## src/rtl/m_issue_ctrl.sv

```systemverilog
// m_issue_ctrl: issue side of the matrix-array control interface.
// Buffers M instructions from the decoder in a small circular FIFO and offers
// them to the array over a valid/ready handshake. It also keeps the two slot
// semaphores that back the array's sync pulses: AM (A-slot producer vs. array
// reads) and MV (array writes vs. vector-unit reads). Every output is decoded
// from registers, so there is no combinational path from any input to any output.
module m_issue_ctrl #(
    parameter int INST_W     = 64,
    parameter int FIFO_DEPTH = 4,
    parameter int AM_SLOTS   = 2,
    parameter int MV_SLOTS   = 2
) (
    input  logic              clk,
    input  logic              rst,
    input  logic              instValid,
    output logic              instReady,
    input  logic [INST_W-1:0] instData,
    output logic              mValid,
    input  logic              mReady,
    output logic [INST_W-1:0] mInst,
    input  logic              amWSync,
    input  logic              amRSync,
    output logic              amEmpty,
    output logic              amFull,
    input  logic              mvWSync,
    input  logic              mvRSync,
    output logic              mvValid,
    output logic              idle,
    output logic [3:0]        err
);

    localparam int PTR_W = (FIFO_DEPTH > 1) ? $clog2(FIFO_DEPTH) : 1;
    localparam int CNT_W = PTR_W + 1;
    localparam int AM_W  = $clog2(AM_SLOTS + 1);
    localparam int MV_W  = $clog2(MV_SLOTS + 1);

    localparam logic [CNT_W-1:0] FIFO_FULL = CNT_W'(FIFO_DEPTH);
    localparam logic [AM_W-1:0]  AM_MAX    = AM_W'(AM_SLOTS);
    localparam logic [MV_W-1:0]  MV_MAX    = MV_W'(MV_SLOTS);

    // Instruction storage is data only; it is never reset. Reads are masked
    // while the queue is empty so that mInst shows zero then.
    logic [INST_W-1:0] r_mem [FIFO_DEPTH];
    logic [PTR_W-1:0]  r_rd_ptr;
    logic [PTR_W-1:0]  r_wr_ptr;
    logic [CNT_W-1:0]  r_count;

    logic [AM_W-1:0]   r_am_cnt;
    logic [MV_W-1:0]   r_mv_cnt;
    logic [1:0]        r_err_am;   // [0] underflow, [1] overflow
    logic [1:0]        r_err_mv;   // [0] underflow, [1] overflow

    logic              w_push;
    logic              w_pop;

    assign instReady = (r_count != FIFO_FULL);
    assign mValid    = (r_count != '0);
    assign mInst     = mValid ? r_mem[r_rd_ptr] : '0;

    assign w_push    = instValid && instReady;
    assign w_pop     = mValid && mReady;

    assign amEmpty   = (r_am_cnt == '0);
    assign amFull    = (r_am_cnt == AM_MAX);
    assign mvValid   = (r_mv_cnt != '0);
    assign idle      = (r_count == '0) && (r_am_cnt == '0) && (r_mv_cnt == '0);
    assign err       = {r_err_mv, r_err_am};

    // Queue control: pointers wrap naturally because the depth is a power of
    // two. A push and a pop in the same cycle leave the occupancy unchanged.
    always_ff @(posedge clk) begin
        if (rst) begin
            r_rd_ptr <= '0;
            r_wr_ptr <= '0;
            r_count  <= '0;
        end else begin
            if (w_push) r_wr_ptr <= r_wr_ptr + PTR_W'(1);
            if (w_pop)  r_rd_ptr <= r_rd_ptr + PTR_W'(1);
            r_count <= r_count + CNT_W'(w_push) - CNT_W'(w_pop);
        end
    end

    // Queue storage: capture the offered instruction at the write pointer.
    always_ff @(posedge clk) begin
        if (w_push && !rst) r_mem[r_wr_ptr] <= instData;
    end

    // AM semaphore: a write and a read in the same cycle cancel each other.
    // Out-of-range requests leave the count unchanged and set a sticky flag.
    always_ff @(posedge clk) begin
        if (rst) begin
            r_am_cnt <= '0;
            r_err_am <= '0;
        end else if (amWSync && !amRSync) begin
            if (r_am_cnt == AM_MAX) r_err_am[1] <= 1'b1;
            else                    r_am_cnt    <= r_am_cnt + AM_W'(1);
        end else if (amRSync && !amWSync) begin
            if (r_am_cnt == '0) r_err_am[0] <= 1'b1;
            else                r_am_cnt    <= r_am_cnt - AM_W'(1);
        end
    end

    // MV semaphore: the same rules, counting O-slots filled by the array.
    always_ff @(posedge clk) begin
        if (rst) begin
            r_mv_cnt <= '0;
            r_err_mv <= '0;
        end else if (mvWSync && !mvRSync) begin
            if (r_mv_cnt == MV_MAX) r_err_mv[1] <= 1'b1;
            else                    r_mv_cnt    <= r_mv_cnt + MV_W'(1);
        end else if (mvRSync && !mvWSync) begin
            if (r_mv_cnt == '0) r_err_mv[0] <= 1'b1;
            else                r_mv_cnt    <= r_mv_cnt - MV_W'(1);
        end
    end

endmodule

```

## config.mk

```make
export PLATFORM = sky130hd
export DESIGN_NAME = m_issue_ctrl
export DESIGN_NICKNAME = d
export VERILOG_FILES = /design/src/rtl/m_issue_ctrl.sv
export SDC_FILE = /design/constraint.sdc
export NUM_CORES = 1
export LEC_CHECK = 0
export BUFFER_PORTS_ARGS = -buffer_cell sky130_fd_sc_hd__buf_2
export CORE_MARGIN = 2
export CORE_UTILIZATION = 51
export CTS_CLUSTER_SIZE = 12
export DETAILED_ROUTE_END_ITERATION = 6
export PLACE_DENSITY = 0.79
export SYNTH_ARGS = -nofsm -noshare
export SYNTH_HDL_FRONTEND = slang
export SYNTH_SLANG_ARGS = --single-unit
```

## constraint.sdc

```tcl
create_clock -name clk -period 2.53 [get_ports clk]
set_input_delay 0.253 -clock clk [delete_from_list [all_inputs] [get_ports clk]]
set_output_delay 0.253 -clock clk [all_outputs]
set_load 0.005 [all_outputs]
```

---- Word level (Yosys, flattened, before mapping) ----
Memory sizes are Yosys's and may differ from the RTL's. A register that Yosys moved wholly into a read port is not among the register bits.
Index checks and enable logic that the tools add are counted.
word-level totals
  bits of input ports ..................... 72
  output and inout port bits .............. 74
  ROM bits ................................ 0
  memory bits (writable) .................. 256
  memories kept ........................... 1
  flip-flop bits (word level) ............. 15
  word-level logic and storage cells ...... 67
  bits in latches ......................... 0
cells by class
  add/subtract/negate cells ............... 8
  equal/unequal tests ..................... 7
  multipliers ............................. 0
  bitwise operators ....................... 2
  order comparisons ....................... 0
  shifts and indexed selects .............. 0
  reductions and logical operators ........ 27
  multiplexer cells ....................... 13
  div/mod/pow operators ................... 0
memories
  name   depth  width  read ports  clocked after memory_dff  write ports  line  RTL
  r_mem  4      64     1           1                         1            43    logic [INST_W-1:0] r_mem [FIFO_DEPTH];
operators by type and width
  kind                   number
  $mux W64               1
  $mux W2                10
  $reduce_and A3 Y1      4
  $logic_and A1 B1 Y1    9
  $add A2 B1 Y2 const B  4
  $reduce_bool A2 Y1     3
  $logic_not A1 Y1       5
  $eq A2 B2 Y1 const B   2
  $logic_not A2 Y1       2
  $ne A2 B1 Y1 const B   2
  $ne A2 B2 Y1 const B   2
  $reduce_and A2 Y1      2
  $sub A2 B1 Y2 const B  2
  $add A3 B1 Y3          1
  $logic_not A3 Y1       1
  $ne A3 B3 Y1 const B   1
  $reduce_bool A3 Y1     1
  $sub A3 B1 Y3          1
  $mux W1                2
  $not A1 Y1             2

---- Longest topological paths before layout ----
  word-level depth ........................ 5
  depth in mapped cells ................... 10
  mapped depth without buffers ............ 10

---- Least setup slack after synthesis ----
No wires, ideal clock.
  path kind ............................... flip-flop to flip-flop
  start point ............................. register r_count[2]
  end point ............................... memory r_mem[2][0] (enable)
  period minus slack after synthesis ...... 2684 ps
  slack ................................... -154 ps
  arrival ................................. 2255 ps
  path buffers ............................ 0
  stages on the path, launching flop included .. 4
  required time ........................... 2101 ps
  setup time .............................. 429 ps
  path through ............................ dfxtp_1 -> nor3b_1 -> nor3_1 -> and2_1
between the ends
  word-level cells in the longest chain between the ends .. 5
ends and longest elaborated chain
  item                           line  RTL
  start, declared                46    logic [CNT_W-1:0] r_count;
  start signal, assigned         79    r_count <= r_count + CNT_W'(w_push) - CNT_W'(w_pop);
  $ne A3 B3 Y1                   56    assign instReady = (r_count != FIFO_FULL);
  $logic_and A1 B1 Y1            60    assign w_push = instValid && instReady;
  $logic_and A1 B1 Y1            85    if (w_push && !rst) r_mem[r_wr_ptr] <= instData;
  $mux W1                        85
  $mux W1 (not written as such)  85
  end, declared                  43
No other way between the ends.

==> impl_metrics.prom <==
# TYPE chip_impl_metric gauge
chip_impl_metric{name="cp_data_arrival_time",unit="ns"} 2.06
chip_impl_info{name="yosys.area.top_type",value="sky130_fd_sc_hd__edfxtp_1"} 1
chip_impl_metric{name="dp.final_hpwl",unit="µm"} 12160
chip_impl_metric{name="timing.slew.headroom",unit=""} 0.5793
chip_impl_metric{name="n_antenna_cell",unit=""} 0
chip_impl_metric{name="dp_slack",unit="ns"} 0.2115
chip_impl_metric{name="yosys.cell_types.count",unit=""} 29
chip_impl_metric{name="clock_latency",unit="ns"} 0.53
chip_impl_metric{name="fp.dieH",unit="µm"} 147.7
chip_impl_metric{name="fin_crit_sh",unit=""} 0.9151
chip_impl_metric{name="critPathRequiredTime",unit="ns"} 2.28
chip_impl_info{name="cells_taking_the_most_area_after_synthesis",value="sky130_fd_sc_hd__edfxtp_1 (73%), sky130_fd_sc_hd__mux4_2 (14%), sky130_fd_sc_hd__and2_1 (4.1%)"} 1
chip_impl_metric{name="detail-route-antenna-nets",unit=""} 0
chip_impl_metric{name="timing.final.max_slew_violations",unit=""} 0
chip_impl_metric{name="antenna_found_initial",unit=""} 0
chip_impl_info{name="postSynth.topFlopCell",value="sky130_fd_sc_hd__edfxtp_1"} 1
chip_impl_metric{name="detail_route.drc_violations",unit=""} 0
chip_impl_info{name="worstHoldPathType",value="in2reg"} 1
chip_impl_metric{name="placed_cell_area",unit="mm²"} 0.01170
chip_impl_metric{name="viasPerCell",unit=""} 5.337
chip_impl_metric{name="synth.cell_area",unit="mm²"} 0.01053
chip_impl_metric{name="final.setup.worst_slack",unit="ns"} 0.2148
chip_impl_metric{name="synth_top_area_share",unit=""} 0.7303
chip_impl_metric{name="drive_gt1_frac",unit=""} 0.3537
chip_impl_metric{name="power_density",unit="mW/mm²"} 893.0
chip_impl_metric{name="die_w",unit="µm"} 147.7
chip_impl_metric{name="timing.final.setup_violations",unit=""} 0
chip_impl_metric{name="tritoncts_num_sinks",unit=""} 273
chip_impl_metric{name="routed_wire_length_per_instance",unit="µm"} 19.67
chip_impl_metric{name="total_leakage_power",unit="nW"} 4.609
chip_impl_metric{name="pin_count_of_the_biggest_net_entering_global_routing",unit=""} 67
chip_impl_info{name="clockRootBuffer",value="sky130_fd_sc_hd__clkbuf_16"} 1
chip_impl_metric{name="irDropWorstVdd",unit="mV"} 0.7168
chip_impl_metric{name="std_cell_rows",unit=""} 52
chip_impl_info{name="rsz0062_at_grt",value="false"} 1
chip_impl_metric{name="core_area",unit="mm²"} 0.02023
chip_impl_metric{name="worstMarginPinSlew",unit="ns"} 0.6311
chip_impl_info{name="setup.worst_path.class",value="reg2out"} 1
chip_impl_metric{name="clk_path_buf_depth",unit=""} 3
chip_impl_info{name="tritoncts",value="yes"} 1
chip_impl_metric{name="crit_fanout",unit=""} 23
chip_impl_metric{name="grt_pass1_wl",unit="µm"} 31350
chip_impl_metric{name="clk_pin_slew",unit="ns"} 0.06
chip_impl_info{name="synth_commonest_cells",value="sky130_fd_sc_hd__edfxtp_1 (256), sky130_fd_sc_hd__and2_1 (69), sky130_fd_sc_hd__mux4_2 (64), sky130_fd_sc_hd__dfxtp_1 (17), sky130_fd_sc_hd__inv_1 (11)"} 1
chip_impl_metric{name="dr.first_iter.drc_count",unit=""} 272
chip_impl_metric{name="top_level_ports",unit=""} 146
chip_impl_metric{name="postSynthNetCount",unit=""} 584
chip_impl_metric{name="report.final.hold_viol_count",unit=""} 0
chip_impl_metric{name="global_route.usage.total",unit=""} 0.1867
chip_impl_metric{name="starting_density_of_the_core",unit=""} 0.5202
chip_impl_metric{name="synth_enable_flop_cells",unit=""} 256
chip_impl_info{name="synth_most_common_cell",value="sky130_fd_sc_hd__edfxtp_1"} 1
chip_impl_metric{name="totalNegativeSetupSlack",unit="ns"} 0
chip_impl_metric{name="yosysWarnings",unit=""} 0
chip_impl_metric{name="timing.max_cap.violations",unit=""} 0
chip_impl_metric{name="finClkSkew",unit="ns"} 0.01760
chip_impl_metric{name="achievable-frequency",unit="MHz"} 431.9
chip_impl_metric{name="syn_avg_cell_area",unit="µm²"} 20.84
chip_impl_metric{name="final_core_utilization",unit=""} 0.6525
chip_impl_metric{name="synth_sequential_area_ratio",unit=""} 0.7626
chip_impl_metric{name="ff_latch_count_synth",unit=""} 273
chip_impl_metric{name="place_congestion",unit=""} 0.7367
chip_impl_metric{name="synthCells",unit=""} 505
chip_impl_metric{name="vias",unit=""} 5454
chip_impl_metric{name="layout-area-overhead-vs-synth",unit="%"} 25.43
chip_impl_metric{name="place.port_buffers",unit=""} 145
chip_impl_metric{name="htree_num_levels",unit=""} 1
chip_impl_metric{name="drt_pre_antenna_iters",unit=""} 7
chip_impl_metric{name="remaining_global_route_overflow",unit=""} 0
chip_impl_metric{name="routed_wl",unit="µm"} 20100
chip_impl_metric{name="floorplan.die_area",unit="mm²"} 0.02181
chip_impl_metric{name="first_global_vias",unit=""} 5705
chip_impl_metric{name="fin_crit",unit="ns"} 2.315
chip_impl_metric{name="cts_made_buffers",unit=""} 28
chip_impl_metric{name="async_reset_ff_frac",unit=""} 0
chip_impl_metric{name="final_net_count",unit=""} 816
chip_impl_info{name="status",value="completed"} 1
chip_impl_info{name="critical_path.startpoint_type",value="register"} 1
chip_impl_metric{name="stdcell_area",unit="mm²"} 0.01320
chip_impl_info{name="crit_path_end_kind",value="output port"} 1
logic make-up after synthesis:
family,after synthesis,synth area share
adder cells (fa/ha/maj),7,0.009034
AND/OR/NAND/NOR,106,0.06026
AO/OA/AOI/OAI,16,0.008677
flip-flops,273,0.7626
XOR/XNOR,2,0.001664
buffers and inverters,34,0.01795
multiplexers,67,0.1398
worst max-delay path, stage by stage, from the launching register on:
cell	delay [ns]
sky130_fd_sc_hd__dfxtp_4	0.58
sky130_fd_sc_hd__buf_4	0.31
sky130_fd_sc_hd__mux4_2	0.31
sky130_fd_sc_hd__and2_1	0.20
sky130_fd_sc_hd__buf_2	0.13
flip-flops by register name (all words and copies together) (netlist names), named ones only:
name	cells
r_err_mv	2
r_mv_cnt	2
r_err_am	2
r_count	3
r_wr_ptr	2
r_rd_ptr	2
r_mem	256
r_am_cnt	2
report_power, final:
part	total [mW]	leakage, nW	internal, mW	switching (mW)
clock network	3.75	0.401	2.21	1.54
registers	5.33	2.46	5.21	0.118
logic	2.71	1.74	1.45	1.26
total	11.8	4.61	8.87	2.92
path summary, 6_finish.rpt:
| path | from | slack, ns | cells past startpoint | to |
|---|---|---|---|---|
| setup / recovery | register | 0.21 | 4 | mInst[9] |
| hold / removal | rst | 0.10 | 2 | r_err_am[1]$_SDFFE_PP0P_ |
| setup reg to reg | r_count[1]$_SDFF_PP0_ | 0.23 | 10 | r_count[2]$_SDFF_PP0_ |
| hold reg to reg | r_err_am[1]$_SDFFE_PP0P_ | 0.49 | 2 | r_err_am[1]$_SDFFE_PP0P_ |
layout by cell type (no fill, tap or decap), types with 2 or more instances in the layout:
cell	instances
sky130_fd_sc_hd__dfxtp_4	2
sky130_fd_sc_hd__and2_4	4
sky130_fd_sc_hd__mux2i_1	3
sky130_fd_sc_hd__nor2b_1	7
sky130_fd_sc_hd__nor3_1	4
sky130_fd_sc_hd__dfxtp_1	15
sky130_fd_sc_hd__clkbuf_16	29
sky130_fd_sc_hd__buf_4	4
sky130_fd_sc_hd__edfxtp_1	256
sky130_fd_sc_hd__nand2_1	3
sky130_fd_sc_hd__nor3b_1	2
sky130_fd_sc_hd__or3_1	2
sky130_fd_sc_hd__clkinv_1	3
sky130_fd_sc_hd__o21ai_0	4
sky130_fd_sc_hd__and2_1	65
sky130_fd_sc_hd__nand2b_1	5
sky130_fd_sc_hd__buf_12	10
sky130_fd_sc_hd__ha_1	6
sky130_fd_sc_hd__clkbuf_1	10
sky130_fd_sc_hd__mux4_2	64
sky130_fd_sc_hd__xnor2_1	2
sky130_fd_sc_hd__a211oi_1	3
sky130_fd_sc_hd__nor2_1	9
sky130_fd_sc_hd__a21oi_1	7
sky130_fd_sc_hd__buf_2	145
sky130_fd_sc_hd__inv_1	10
sky130_fd_sc_hd__dlygate4sd3_1	65
what timing repair did:
| action | in CTS | in global routing |
|---|---|---|
| endpoints found under the setup margin | 15 | 1 |
| gates resized for setup | 1 | 1 |
| buffers inserted | 1 | 0 |
| hold buffers | 65 | 0 |
| cloned | 0 | 0 |
| endpoints found under the hold margin | 257 | 0 |
metal layers:
metal / part of all wire / global-route usage / wire, µm / up-vias
li1: - / - / - / 2468
met1: 0.41 / 0.2527 / 8324 / 2777
met2: 0.51 / 0.3209 / 10230 / 185
met3: 0.062 / 0.03519 / 1244 / 24
met4: 0.015 / 0.04038 / 299 / 0
met5: 0 / 0 / 0 / -
through the flow:
step | power (mW) | cells | hold WS, ns
2_1_floorplan | 7.051 | 505 | 0.3519
3_3_place_gp | 8.025 | 911 | 0.4459
3_5_place_dp | 8.092 | 911 | 0.4628
4_1_cts | 11.94 | 1022 | 0.07781
5_1_grt | 12.33 | 1022 | 0.09421
6_report | 11.79 | 1022 | 0.1026
cell type report:
class / count / area [µm²]
clock inverter: 5 / 52.55
tap: 270 / 337.8
fill: 1377 / 7032
timing repair buffer: 225 / 1634
multi-input combinational: 198 / 2325
sequential: 273 / 8035
clock buffer: 40 / 777.0
inverter: 11 / 41.29
(Power assumes the default switching activity.)
